**config.mk**
```make
export PLATFORM = sky130hd
export DESIGN_NAME = fifo_wr_arbiter
export DESIGN_NICKNAME = d
export VERILOG_FILES = /design/src/rtl/fifo_wr_arbiter.sv
export SDC_FILE = /design/constraint.sdc
export NUM_CORES = 1
export LEC_CHECK = 0
export CAP_MARGIN = 20
export CORE_MARGIN = 2
export CORE_UTILIZATION = 30
export DETAILED_ROUTE_END_ITERATION = 8
export HOLD_SLACK_MARGIN = 0.08
export PLACE_DENSITY_LB_ADDON = 0.15
export SLEW_MARGIN = 15
export SYNTH_ARGS = -nofsm -noshare
export SYNTH_HDL_FRONTEND = slang
export SYNTH_SLANG_ARGS = --single-unit
```
**constraint.sdc**
```tcl
create_clock -name wr_clk -period 2.1 [get_ports wr_clk]
set_clock_uncertainty 0.15 [all_clocks]
set_input_delay 0.525 -clock wr_clk [delete_from_list [all_inputs] [get_ports wr_clk]]
set_output_delay 0.525 -clock wr_clk [all_outputs]
set_load 0.02 [all_outputs]
```
**src/rtl/fifo_wr_arbiter.sv**
```systemverilog
// Round-robin burst arbiter feeding the write port of an async FIFO.
// One requester owns the FIFO for up to MAX_BURST words per grant, with an IDLE bubble between grants.
module fifo_wr_arbiter #(
  parameter int NUM_REQ    = 4,
  parameter int DATA_WIDTH = 8,
  parameter int MAX_BURST  = 4
) (
  input  logic                          wr_clk,
  input  logic                          rst_n,
  input  logic [NUM_REQ-1:0]            req_i,
  input  logic [NUM_REQ*DATA_WIDTH-1:0] data_i,
  input  logic                          fifo_full_i,
  output logic [NUM_REQ-1:0]            ack_o,
  output logic                          fifo_wr_en_o,
  output logic [DATA_WIDTH-1:0]         fifo_data_o,
  output logic                          grant_valid_o,
  output logic [2:0]                    grant_id_o,
  output logic [15:0]                   word_cnt_o
);

  localparam int GW = $clog2(NUM_REQ);
  localparam int CW = $clog2(MAX_BURST) + 1;

  typedef enum logic {IDLE, BURST} state_t;

  state_t                state, state_nxt;
  logic [GW-1:0]         grant, grant_nxt;
  logic [GW-1:0]         last_grant, last_grant_nxt;
  logic [CW-1:0]         burst_cnt, burst_cnt_nxt;
  logic [15:0]           word_cnt, word_cnt_nxt;
  logic                  req_sel;
  logic [DATA_WIDTH-1:0] data_sel;
  logic                  wr_en;

  // First requesting index strictly after the previous owner, wrapping at NUM_REQ.
  function automatic logic [GW-1:0] rr_pick(input logic [NUM_REQ-1:0] req,
                                              input logic [GW-1:0]      last);
    logic [GW-1:0] pick;
    logic          found;
    int            idx;
    pick  = '0;
    found = 1'b0;
    for (int i = 1; i <= NUM_REQ; i++) begin
      idx = (int'(last) + i) % NUM_REQ;
      if (!found && req[idx]) begin
        found = 1'b1;
        pick  = GW'(idx);
      end
    end
    return pick;
  endfunction

  always_comb begin
    req_sel  = 1'b0;
    data_sel = '0;
    for (int k = 0; k < NUM_REQ; k++) begin
      if (grant == GW'(k)) begin
        req_sel  = req_i[k];
        data_sel = data_i[k*DATA_WIDTH +: DATA_WIDTH];
      end
    end
  end

  // Write only when the owner has a word and the FIFO has room; a full FIFO stalls the burst.
  assign wr_en = (state == BURST) && req_sel && !fifo_full_i;

  always_comb begin
    state_nxt      = state;
    grant_nxt      = grant;
    last_grant_nxt = last_grant;
    burst_cnt_nxt  = burst_cnt;
    word_cnt_nxt   = word_cnt;
    fifo_wr_en_o   = 1'b0;
    ack_o          = '0;
    fifo_data_o    = '0;
    grant_valid_o  = 1'b0;
    grant_id_o     = '0;
    case (state)
      IDLE: begin
        if (|req_i) begin
          grant_nxt     = rr_pick(req_i, last_grant);
          burst_cnt_nxt = '0;
          state_nxt     = BURST;
        end
      end
      BURST: begin
        grant_valid_o = 1'b1;
        grant_id_o    = 3'(grant);
        fifo_data_o   = data_sel;
        fifo_wr_en_o  = wr_en;
        ack_o         = wr_en ? (NUM_REQ'(1) << grant) : '0;
        if (wr_en) begin
          burst_cnt_nxt = burst_cnt + CW'(1);
          word_cnt_nxt  = word_cnt + 16'd1;
          if (burst_cnt_nxt == CW'(MAX_BURST)) begin
            state_nxt      = IDLE;
            last_grant_nxt = grant;
          end
        end else if (!req_sel) begin
          state_nxt      = IDLE;
          last_grant_nxt = grant;
        end
      end
      default: state_nxt = IDLE;
    endcase
  end

  always_ff @(posedge wr_clk or negedge rst_n) begin
    if (!rst_n) begin
      state      <= IDLE;
      grant      <= '0;
      last_grant <= GW'(NUM_REQ - 1);
      burst_cnt  <= '0;
      word_cnt   <= '0;
    end else begin
      state      <= state_nxt;
      grant      <= grant_nxt;
      last_grant <= last_grant_nxt;
      burst_cnt  <= burst_cnt_nxt;
      word_cnt   <= word_cnt_nxt;
    end
  end

  assign word_cnt_o = word_cnt;

endmodule

```
=== Word-level counts from Yosys, hierarchy flattened ===
Cells that the tools add are included.

* Register bits after elaboration: 24

* Reduce and logical (&&, ||, !) cells: 19
* Bitwise logic cells: 5
* Equality and inequality tests: 8
* Shift operators: 1
* Muxes and demuxes: 50
* $add $sub $neg: 6
* Magnitude comparators: 4

{| class="wikitable"
|+ Operators by type and width
! kind !! count
|-
| 8-bit 2-to-1 mux || 5
|-
| 1-bit 2-to-1 mux || 27
|-
| 16-bit by 1-bit adder with 16-bit output (second input constant) || 1
|-
| 3-bit by 4-bit less-than comparator with 1-bit output (second input constant) || 4
|-
| 2-bit 2-to-1 mux || 8
|-
| 1-bit binary-select mux with 2-bit select || 4
|-
| 4-bit 2-to-1 mux || 2
|-
| 2-bit OR reduction || 4
|-
| 3-bit 2-to-1 mux || 2
|-
| 2-bit by 1-bit != test with 1-bit output (second input constant) || 3
|-
| 3-bit case mux with 2 select lines || 1
|-
| 2-bit AND reduction || 3
|-
| 1-bit logical AND || 5
|-
| 2-bit by 1-bit adder with 2-bit output (second input constant) || 2
|-
| 2-bit adder (second input constant) || 2
|-
| 1-bit bitwise AND (first input constant) || 4
|-
| 2-bit equality test (second input constant) || 2
|-
| 1-bit logical NOT || 4
|-
| 4-bit OR reduction || 1
|-
| 1-bit by 2-bit << shifter with 4-bit output (first input constant) || 1
|-
| 3-bit by 1-bit adder with 3-bit output (second input constant) || 1
|-
| 3-bit equality test (second input constant) || 1
|-
| 3-bit AND reduction || 1
|-
| 2-bit by 1-bit equality test with 1-bit output (second input constant) || 1
|-
| other kinds (4) || 4
|}

=== Logic depth before layout (Yosys ltp) ===
* Word-level depth: 22
* Mapped depth: 6
* Gate-level depth less buffers: 6

=== Worst setup path before layout ===
OpenSTA, ideal clock, no wires.

* Path type: register -> output
* Start: reg grant[1]
* End: out ack_o[2]
* Arrival: 1.683 ns
* Path slack: -0.258 ns
* Path buffers: 2
* Data required time: 1.425 ns
* Stages on the path, launching flop included: 6
* Path through: dfrtp_1 buf_6 mux4_2 nand2_2 buf_4 nor3b_1

* Cells in the longest elaborated chain, start to end: 9
* Elaborated cells between the ends (all ways): 13
* Those cells by class: eq/ne: 3; shift: 1; mux: 6; reduce/logical: 3

{| class="wikitable"
|+ RTL lines
! element !! line !! text
|-
| from (decl) || 27 || <nowiki>logic [GW-1:0] grant, grant_nxt;</nowiki>
|-
| from (signal assigned) || 117 || <nowiki>grant <= grant_nxt;</nowiki>
|-
| 2-bit logical NOT || 57 || <nowiki>if (grant == GW'(k)) begin</nowiki>
|-
| 1-bit 2-to-1 mux (4 in a row) || 57 ||
|-
| 1-bit logical AND (2 in a row) || 65 || <nowiki>assign wr_en = (state == BURST) && req_sel && !fifo_full_i;</nowiki>
|-
| 4-bit 2-to-1 mux * || 91 || <nowiki>ack_o = wr_en ? (NUM_REQ'(1) << grant) : '0;</nowiki>
|-
| 4-bit 2-to-1 mux * || 78 || <nowiki>case (state)</nowiki>
|-
| to (decl) || 13 || <nowiki>output logic [NUM_REQ-1:0] ack_o,</nowiki>
|}

Mark *: on every way between the ends. The rest lies on a longest branch, timed or not.

=== Final worst setup path ===
* Start: reg grant[1]
* End: out ack_o[3]

Same word-level chain as after synthesis.

==> results.py <==
metrics = {
    "outcome": {
        "status": "finished with violations",
        "violations": "setup timing",
    },
    "layout": {
        "area_delta_synth_final_pct": 64.1,
        "fill_cells": 470,
        "final_area_um2": 2510,
        "final_util_pct": 52.1,
        "drive_above_1_share_pct": 31.4,
        "antennaDiodeCount": 0,
        "ff_latch_area_um2": 604,
        "nets": 273,
        "multiInputGateArea_um2": 890,
    },
    "floorplanning": {
        "coreArea_um2": 4820,
        "die_area_um2": 5690,
        "rows": 25,
        "die_width_um": 75.4,
        "start_util_pct": 31.8,
        "ios": 72,
        "die_y_um": 75.4,
    },
    "global_routing": {
        "antenna_found_initial": 0,
        "gr-usage-all-layers_pct": 16.3,
        "grt_max_degree": 25,
        "grt_pass1_vias": 1413,
        "grt_pass1_wl_mm": 6.99,
        "grt_overflow_total": 0,
    },
    "clock_tree": {
        "clk_pin_slew_ns": 0.07,
        "cts_buffer_depth": 2,
        "cts_made_buffers": 3,
        "insertion_delay_ns": 0.26,
        "ctsRootBufferMaster": "clkbuf_8",
        "cts_max_level": 1,
        "cts_sinks": 24,
        "cts_tree": "done",
    },
    "flow_run": {
        "cap_violations": 0,
    },
    "timing": {
        "fin_ws_ns": -0.225,
        "hold_viol_final": 0,
        "period_share_pct": 111,
        "drv_slew": 0,
        "setup-tns-final_ns": -2.55,
        "clock.fmax_ghz": 0.430,
        "rsz0062_at_grt": "true",
        "setup_viol": 13,
        "period_needed_ns": 2.33,
    },
    "yosys": {
        "seq_area_frac_synth_pct": 39.4,
        "synth_edf_count": 0,
        "synth_cells": 144,
        "netlist_area_um2": 1530,
        "yosys_most_used_dff": "dfrtp_1",
        "ys_top_cells_by_area": "dfrtp_1 36%, mux4_2 10%, xnor2_1 5.2%, and2_1 4.5%, nand2_1 3.9%",
        "synth_nets": 186,
        "async_flop_share_pct": 100,
        "yosysTopAreaCellShare_pct": 36.0,
        "ys_seq_elements": 24,
        "avgSynthCellArea_um2": 10.6,
        "synth_largest_area_cell": "dfrtp_1",
        "synth_cell_types": 42,
        "yosysWarnings": 0,
    },
    "route": {
        "first_pass_iters": 4,
        "initialDrtViolationCount": 48,
        "drt_wl_total_mm": 4.19,
        "drt-vias-per-instance": 4.57,
        "drc": 0,
        "ant_nets": 0,
        "routedWlPerCell_um": 14.2,
        "routed-via-count": 1354,
    },
    "critical_path": {
        "critPathKind": "reg -> out",
        "start_kind": "flop",
        "cp.required_ns": 1.42,
        "crit_path_end_kind": "output port",
        "worstPathMaxFanout": 3,
        "arrival_ns": 1.65,
    },
    "power": {
        "ir_drop_v": 0.000630,
        "finalPower_uw": 2690,
        "p_per_area_nw_per_um2": 1070,
        "p_leak_uw": 0.00120,
    },
    "placed_design": {
        "hpwl_mm": 3.46,
        "portBuffers": 70,
        "placed_cell_area_um2": 2430,
        "gp_congestion": 0.739,
        "place_ws_ns": -0.921,
    },
    "hold_path": {
        "hp-class": "reg -> reg",
    },
}
layout make-up:
type                            count  share of cell area (%)
Clock buffer                        3                    1.64
Inverter                            8                    1.30
Multi-Input combinational cell    103                    35.4
Sequential cell                    24                    24.1
Tap cell                           67                    3.34
Timing Repair Buffer               91                    34.2
what timing repair did:
item,in CTS,in global routing
endpoints found under the setup margin,17,16
resized for setup,138,4
endpoints found under the hold margin,0,0
pin swaps,10,2
setup buffers,1,1
hold buffers,0,0
power by group:
part / switching (µW) / leakage [µW] / total (µW) / internal (µW)
clock: 132 / 0.0000216 / 259 / 128
sequential: 137 / 0.000291 / 723 / 586
combinational: 773 / 0.000885 / 1710 / 935
metrics by stage:
step,hold WS (ns),instances
CTS,0.324,295
finish,0.313,296
floorplan,0.0794,144
global placement,0.305,291
detailed placement,0.313,291
global route,0.349,296
cells in the final DEF (no fill, tap or decap), types with 2 or more instances in the layout:
master / Yosys / routed
clkdlybuf4s50_1: 0 / 18
nand3_1: 6 / 6
dfstp_2: 2 / 2
o21ai_0: 3 / 3
clkbuf_8: 0 / 3
mux4_2: 7 / 9
xor2_1: 6 / 6
dfrtp_1: 22 / 21
a21oi_1: 2 / 2
and4_1: 2 / 2
xnor2_1: 9 / 9
o22ai_1: 2 / 2
nand2b_1: 2 / 2
nor2_1: 7 / 6
and2_1: 11 / 3
buf_6: 1 / 17
and2_4: 0 / 8
nand4_1: 2 / 2
nor3_1: 3 / 2
buf_4: 2 / 16
nor3_2: 2 / 3
dlygate4sd2_1: 0 / 32
inv_1: 7 / 7
clkdlybuf4s15_1: 0 / 3
ha_1: 3 / 3
nand2_1: 16 / 16
dlymetal6s2s_1: 0 / 3
sequential cells by signal, summed over array words and instances (netlist names):
name / cells
burst_cnt: 3
last_grant: 2
state: 1
word_cnt_o: 16
grant: 2
cell usage after synthesis (2+ instances only):
cell       n
dfrtp_1   22
nand2_1   16
and2_1    11
xnor2_1    9
inv_1      7
mux4_2     7
nor2_1     7
nand3_1    6
xor2_1     6
clkbuf_1   4
ha_1       3
nor3_1     3
o21ai_0    3
a21oi_1    2
and3_1     2
and4_1     2
buf_2      2
buf_4      2
dfstp_2    2
mux4_1     2
nand2b_1   2
nand4_1    2
nor3_2     2
o22ai_1    2
logic make-up after synthesis:
family	after synthesis	synth area share, %
other	1	0.245
AO/OA/AOI/OAI	12	5.15
adder cells (fa/ha/maj)	3	2.45
AND/OR/NAND/NOR	61	23.7
multiplexers	11	15.1
flip-flops	24	39.4
XOR/XNOR	15	8.59
buffers and inverters	17	5.31
worst max-delay path, cell delays in order (launching register included):
cell     delay [ns]
dfrtp_1        0.40
mux4_2         0.58
nand2_4        0.11
inv_4          0.04
and3_4         0.14
buf_6          0.12
path summary, 6_finish.rpt:
kind,startpoint,endpoint,slack [ns],cells after the start
worst max-delay path,grant[1],ack_o[3],-0.23,5
worst min-delay path,word_cnt_o[15],word_cnt_o[15],0.31,1
worst max register to register,grant[1],last_grant[1],0.23,4
worst min register to register,word_cnt_o[15],word_cnt_o[15],0.31,1
max in group asynchronous,rst_n,last_grant[0],1.05,2
min in group asynchronous,rst_n,word_cnt_o[0],0.46,2
routing by layer:
layer / wire, µm / track usage, %
met1: 1660 / 20.2
met2: 2400 / 30.2
met3: 126 / 3.17
met4: 14 / 1.75
met5: 0 / 0
(Power assumes the default switching activity.)
